[src/rtl/color_pkg.sv]
// Shared widths, colour-code constants and flash FSM states for the pixel colour path.
package color_pkg;

  localparam int CODE_W = 6;

  localparam logic [CODE_W-1:0] WHITE      = 6'd0;
  localparam logic [CODE_W-1:0] BLACK      = 6'd1;
  localparam logic [CODE_W-1:0] GREEN      = 6'd2;
  localparam logic [CODE_W-1:0] RED        = 6'd3;
  localparam logic [CODE_W-1:0] LIGHT_BLUE = 6'd4;
  localparam logic [CODE_W-1:0] YELLOW     = 6'd5;
  localparam logic [CODE_W-1:0] GREY       = 6'd6;
  localparam logic [CODE_W-1:0] ORANGE     = 6'd7;
  localparam logic [CODE_W-1:0] BROWN      = 6'd8;
  localparam logic [CODE_W-1:0] PURPLE     = 6'd9;
  localparam logic [CODE_W-1:0] DARK_BLUE  = 6'd10;

  typedef enum logic {
    IDLE  = 1'b0,
    FLASH = 1'b1
  } flash_state_e;

endpackage

[src/rtl/layer_priority_sel.sv]
// Fixed-priority layer select: the lowest-index requesting layer wins and its code is passed out.
module layer_priority_sel
  import color_pkg::*;
#(
  parameter int NUM_LAYERS = 4
) (
  input  logic [NUM_LAYERS-1:0]        i_req,
  input  logic [NUM_LAYERS*CODE_W-1:0] i_codes,
  output logic                         o_hit,
  output logic [CODE_W-1:0]            o_code
);

  // Walk from the lowest priority upward so the last assignment is the winner.
  always_comb begin
    o_hit  = 1'b0;
    o_code = '0;
    for (int i = NUM_LAYERS - 1; i >= 0; i--) begin
      if (i_req[i]) begin
        o_hit  = 1'b1;
        o_code = i_codes[i*CODE_W +: CODE_W];
      end
    end
  end

endmodule

[src/rtl/color_layer_arbiter.sv]
// Per-pixel layer arbiter with frame-counted red/white hit flash on layer 0.
// Optional per-layer enable mask: define COLOR_ARB_LAYER_MASK_EN.
module color_layer_arbiter
  import color_pkg::*;
#(
  parameter int NUM_LAYERS   = 4,
  parameter int FLASH_FRAMES = 30,
  parameter int FLASH_PERIOD = 4
) (
  input  logic                         i_clk,
  input  logic                         i_rst_n,
  input  logic                         i_frame_start,
  input  logic                         i_pix_valid,
  input  logic [NUM_LAYERS-1:0]        i_layer_req,
  input  logic [NUM_LAYERS*CODE_W-1:0] i_layer_code,
  input  logic [CODE_W-1:0]            i_bg_code,
  input  logic                         i_flash_trig,
`ifdef COLOR_ARB_LAYER_MASK_EN
  input  logic                         i_cfg_we,
  input  logic [NUM_LAYERS-1:0]        i_cfg_mask,
`endif
  output logic                         o_pix_valid_out,
  output logic [CODE_W-1:0]            o_colorcode,
  output logic                         o_flash_busy
);

  localparam int               CNT_W    = $clog2(FLASH_FRAMES + 1);
  localparam logic [CNT_W-1:0] LAST_CNT = CNT_W'(FLASH_FRAMES);
  localparam logic [CNT_W-1:0] PERIOD   = CNT_W'(FLASH_PERIOD);

  flash_state_e          r_state;
  flash_state_e          w_state_nxt;
  logic [CNT_W-1:0]      r_frame_cnt;
  logic [CNT_W-1:0]      w_frame_cnt_nxt;
  logic [CNT_W-1:0]      w_frame_cnt_inc;
  logic                  r_phase;
  logic                  w_phase_nxt;

  logic [NUM_LAYERS-1:0] w_layer_en;
  logic [NUM_LAYERS-1:0] w_layer_req_eff;
  logic                  w_sel_hit;
  logic [CODE_W-1:0]     w_sel_code;
  logic [CODE_W-1:0]     w_code_nxt;

  logic                  r_pix_valid_out;
  logic [CODE_W-1:0]     r_colorcode;
  logic                  r_flash_busy;

`ifdef COLOR_ARB_LAYER_MASK_EN
  logic [NUM_LAYERS-1:0] r_layer_en;

  always_ff @(posedge i_clk or negedge i_rst_n) begin
    if (!i_rst_n) begin
      r_layer_en <= '1;
    end else if (i_cfg_we) begin
      r_layer_en <= i_cfg_mask;
    end
  end

  assign w_layer_en = r_layer_en;
`else
  assign w_layer_en = '1;
`endif

  assign w_layer_req_eff = i_layer_req & w_layer_en;

  layer_priority_sel #(
    .NUM_LAYERS(NUM_LAYERS)
  ) u_sel (
    .i_req   (w_layer_req_eff),
    .i_codes (i_layer_code),
    .o_hit   (w_sel_hit),
    .o_code  (w_sel_code)
  );

  always_ff @(posedge i_clk or negedge i_rst_n) begin
    if (!i_rst_n) begin
      r_state     <= IDLE;
      r_frame_cnt <= '0;
      r_phase     <= 1'b0;
    end else begin
      r_state     <= w_state_nxt;
      r_frame_cnt <= w_frame_cnt_nxt;
      r_phase     <= w_phase_nxt;
    end
  end

  // A trigger always restarts the flash, so it outranks a same-cycle frame_start.
  always_comb begin
    w_state_nxt     = r_state;
    w_frame_cnt_nxt = r_frame_cnt;
    w_phase_nxt     = r_phase;
    w_frame_cnt_inc = r_frame_cnt + CNT_W'(1);
    if (i_flash_trig) begin
      w_state_nxt     = FLASH;
      w_frame_cnt_nxt = '0;
      w_phase_nxt     = 1'b0;
    end else if ((r_state == FLASH) && i_frame_start) begin
      if (w_frame_cnt_inc == LAST_CNT) begin
        w_state_nxt     = IDLE;
        w_frame_cnt_nxt = '0;
        w_phase_nxt     = 1'b0;
      end else begin
        w_frame_cnt_nxt = w_frame_cnt_inc;
        if ((w_frame_cnt_inc % PERIOD) == '0) begin
          w_phase_nxt = ~r_phase;
        end
      end
    end
  end

  always_comb begin
    w_code_nxt = BLACK;
    if (i_pix_valid) begin
      if ((r_state == FLASH) && w_layer_req_eff[0]) begin
        w_code_nxt = r_phase ? WHITE : RED;
      end else if (w_sel_hit) begin
        w_code_nxt = w_sel_code;
      end else begin
        w_code_nxt = i_bg_code;
      end
    end
  end

  always_ff @(posedge i_clk or negedge i_rst_n) begin
    if (!i_rst_n) begin
      r_pix_valid_out <= 1'b0;
      r_colorcode     <= BLACK;
      r_flash_busy    <= 1'b0;
    end else begin
      r_pix_valid_out <= i_pix_valid;
      r_colorcode     <= w_code_nxt;
      r_flash_busy    <= (w_state_nxt == FLASH);
    end
  end

  assign o_pix_valid_out = r_pix_valid_out;
  assign o_colorcode     = r_colorcode;
  assign o_flash_busy    = r_flash_busy;

endmodule

[config.mk]
export PLATFORM = sky130hd
export DESIGN_NAME = color_layer_arbiter
export DESIGN_NICKNAME = d
export VERILOG_FILES = /design/src/rtl/color_pkg.sv /design/src/rtl/layer_priority_sel.sv /design/src/rtl/color_layer_arbiter.sv
export SDC_FILE = /design/constraint.sdc
export NUM_CORES = 1
export LEC_CHECK = 0
export BUFFER_PORTS_ARGS = -buffer_cell sky130_fd_sc_hd__buf_2
export CAP_MARGIN = 0
export CORE_MARGIN = 4
export CORE_UTILIZATION = 44
export CTS_CLUSTER_DIAMETER = 100
export DETAILED_ROUTE_END_ITERATION = 10
export PLACE_DENSITY = 0.8
export SLEW_MARGIN = 20
export SYNTH_ARGS = -nofsm -noshare
export SYNTH_HDL_FRONTEND = slang
export SYNTH_SLANG_ARGS = --single-unit
[constraint.sdc]
create_clock -name i_clk -period 2.05 [get_ports i_clk]
set_input_delay 0.3075 -clock i_clk [delete_from_list [all_inputs] [get_ports i_clk]]
set_output_delay 0.3075 -clock i_clk [all_outputs]
set_load 0.01 [all_outputs]
==> impl_metrics.yaml <==
status:
  outcome: "finished clean"
global_routing:
  grt_pass1_vias: 924
  grt_max_degree: 16
  grt_use_total_pct: 17.61
  grt_remaining_overflow: 0
  grt_pass1_wl_um: 3643
  antenna_found_initial: 0
logic_synthesis:
  synth_cells: 100
  synth_area_um2: 889.6
  synth_nets: 141
  synth-edff-count: 0
  synthArstFlopShare_pct: 100.0
  yosys_warnings: 0
  yosysUniqueCellTypes: 29
  synth_flop_cell: "dfrtp_1"
  avgSynthCellArea_um2: 8.896
  ys_seq_area_share_pct: 39.52
  synth_seq_cells: 14
detailed_routing:
  vias: 890
  ant_nets: 0
  drt-pass1-iter-count: 3
  wl_um: 2091
  drc: 0
  wire_per_inst_um: 12.02
  viasPerCell: 5.115
  drtIter0Drc: 2
timing:
  min_period_ns: 1.855
  worstMarginPinSlew_ns: 0.5916
  finalCritPeriodShare_pct: 90.51
  finClkSkew_ns: 0.0002880
  setup-tns-final_ns: 0
  rsz0062_at_grt: "no"
  fmax_mhz: 538.9
  slew_viol_final: 0
  max_slew_margin_pct: 60.23
  final_hold_viol_count: 0
  finalSetupViolations: 0
  holdWs_ns: 0.1705
  fin_ws_ns: 0.1945
worst_setup_path:
  end_kind: "flop"
  r2r.worst_path.cells: 6
  worstPathRequired_ns: 2.23
  reg2reg_slack_ns: 0.19
  cp-start-kind: "flop"
  slowest_delay_ns: 0.45
  crit_fanout: 6
  rr_startpoint: "r_frame_cnt[0]"
  regToRegEndpoint: "r_phase"
  crit_slowest_cell: "dfrtp_1"
  worstPathCellList: "ha_1 > and2b_1 > a31oi_1 > a211oi_2 > a2bb2oi_1 > nor2_1"
  worstPathArrival_ns: 2.03
  critPathKind: "flop to flop"
pwr:
  pwr_density_cell_nw_per_um2: 532.5
  cellLeakagePower_nw: 0.5725
  p_total_uw: 629.6
  ir_worst_vdd_mv: 0.2881
clocking:
  root_buffer: "clkbuf_4"
  post_cts_buffers: 0
  clk_pin_slew_worst_paths_ns: 0.08
  numClockSinks: 14
  clockBufferDepth: 2
  holdBufCountCts: 1
  h-tree-depth: 1
  tritoncts: "done"
  clock_latency_ns: 0.28
  cts_buffers: 3
  cts_resized: 0
finish:
  instances_no_fill: 174
  drive_gt1_share_pct: 40.82
  n_antenna_cell: 0
  synthToLayoutAreaGrowth_pct: 32.91
  fin_nets: 189
floorplanning:
  dieArea_um2: 2805
  num_rows: 16
  io_pins: 47
  die_w_um: 52.97
  design.core.area_um2: 1942
  initial_core_util_pct: 45.81
  die_h_um: 52.97
min_path:
  min_from: "i_pix_valid"
  whs_path_depth: 1
  hold_class: "input port to flop"
  min_to: "o_pix_valid_out"
place:
  dp_worst_setup_slack_ns: 0.2088
  io_buffer_count: 46
  place.gp.congestion: 0.7789
  dp_cells: 169
  hpwl_um: 1749
run:
  drv_cap: 0
==> critical path, delay by kind of cell (launching register included) <==
kind                       cells  cell delay [ns]
AOI/OAI and AO/OA              3             0.72
DFF                            1             0.45
and+or+nand+nor                2             0.31
adders and majority gates      1             0.27
==> synth_stat cells (2+ instances only) <==
| cell | count | area [um2] |
|---|---|---|
| a21o_1 | 2 | 15.01 |
| a21oi_1 | 13 | 65.06 |
| buf_2 | 2 | 10.01 |
| clkbuf_1 | 2 | 7.510 |
| dfrtp_1 | 13 | 325.3 |
| ha_1 | 2 | 25.02 |
| mux2_2 | 5 | 56.30 |
| mux2i_1 | 7 | 70.07 |
| nand2_1 | 12 | 45.04 |
| nand3_1 | 3 | 15.01 |
| nor2_1 | 9 | 33.78 |
| o211ai_1 | 2 | 15.01 |
| o21ai_0 | 11 | 55.05 |
| or3_1 | 2 | 12.51 |
==> kinds of logic after synthesis <==
| family | count (synthesis) | share of synthesized area (%) |
|---|---|---|
| AND/OR/NAND/NOR | 32 | 17.30 |
| XOR/XNOR | 1 | 0.9847 |
| flip-flops | 14 | 39.52 |
| multiplexers | 12 | 14.21 |
| buffers and inverters | 5 | 2.391 |
| AO/OA/AOI/OAI | 34 | 22.78 |
| adder cells (fa/ha/maj) | 2 | 2.812 |
==> final cells by class <==
| type | count | area (um2) |
|---|---|---|
| sequential | 14 | 351.6 |
| tap | 27 | 33.78 |
| multi-input combinational | 81 | 516.7 |
| fill | 173 | 759.5 |
| clock buffer | 4 | 36.28 |
| timing repair buffer | 47 | 240.2 |
| inverter | 1 | 3.754 |
==> stage by stage <==
stage / instance area [um2] / utilization (%)
2_1_floorplan: 889.6 / -
3_3_place_gp: 1136 / 58.51
3_5_place_dp: 1136 / 58.51
4_1_cts: 1182 / 60.89
5_1_grt: 1182 / 60.89
6_report: 1182 / 60.89
==> routing by layer <==
metal / global-route usage (%) / routed length [um]
met1: 20.49 / 842
met2: 29.96 / 1002
met3: 3.099 / 192
met4: 10.21 / 54
met5: 0 / 0
==> registers in the layout, indices dropped and copies added (netlist names) <==
| name | flops |
|---|---|
| r_frame_cnt | 5 |
| o_colorcode | 6 |
| r_phase | 1 |
| o_pix_valid_out | 1 |
| o_flash_busy | 1 |
==> cell usage in the layout (no fill, tap or decap), types with 2 or more instances in the layout <==
cell and count:
nand2_1 12, mux2_2 5, nor2_1 9, buf_2 46, nand3_1 3, o21ai_0 11
or3_1 2, ha_1 2, clkbuf_4 3, dfrtp_1 13, o211ai_1 2, mux2i_1 7
a21oi_1 13, a21o_1 2
==> worst max path at each step <==
stage                                end            from  cells past startpoint
after CTS                        r_phase  r_frame_cnt[0]                      6
after floorplan           r_frame_cnt[1]  r_frame_cnt[0]                      6
after detailed placement         r_phase  r_frame_cnt[0]                      6
after global placement      o_flash_busy  r_frame_cnt[0]                      6
final                            r_phase  r_frame_cnt[0]                      6
after global routing      r_frame_cnt[1]  r_frame_cnt[0]                      6
==> power breakdown <==
| part | leakage, nW | total (mW) | switching (mW) | internal (mW) |
|---|---|---|---|---|
| sequential | 0.180 | 0.300 | 0.0101 | 0.290 |
| clock | 0.0210 | 0.199 | 0.0910 | 0.108 |
| combinational | 0.372 | 0.131 | 0.0640 | 0.0666 |
| total | 0.572 | 0.630 | 0.165 | 0.465 |
(Power assumes the default switching activity.)
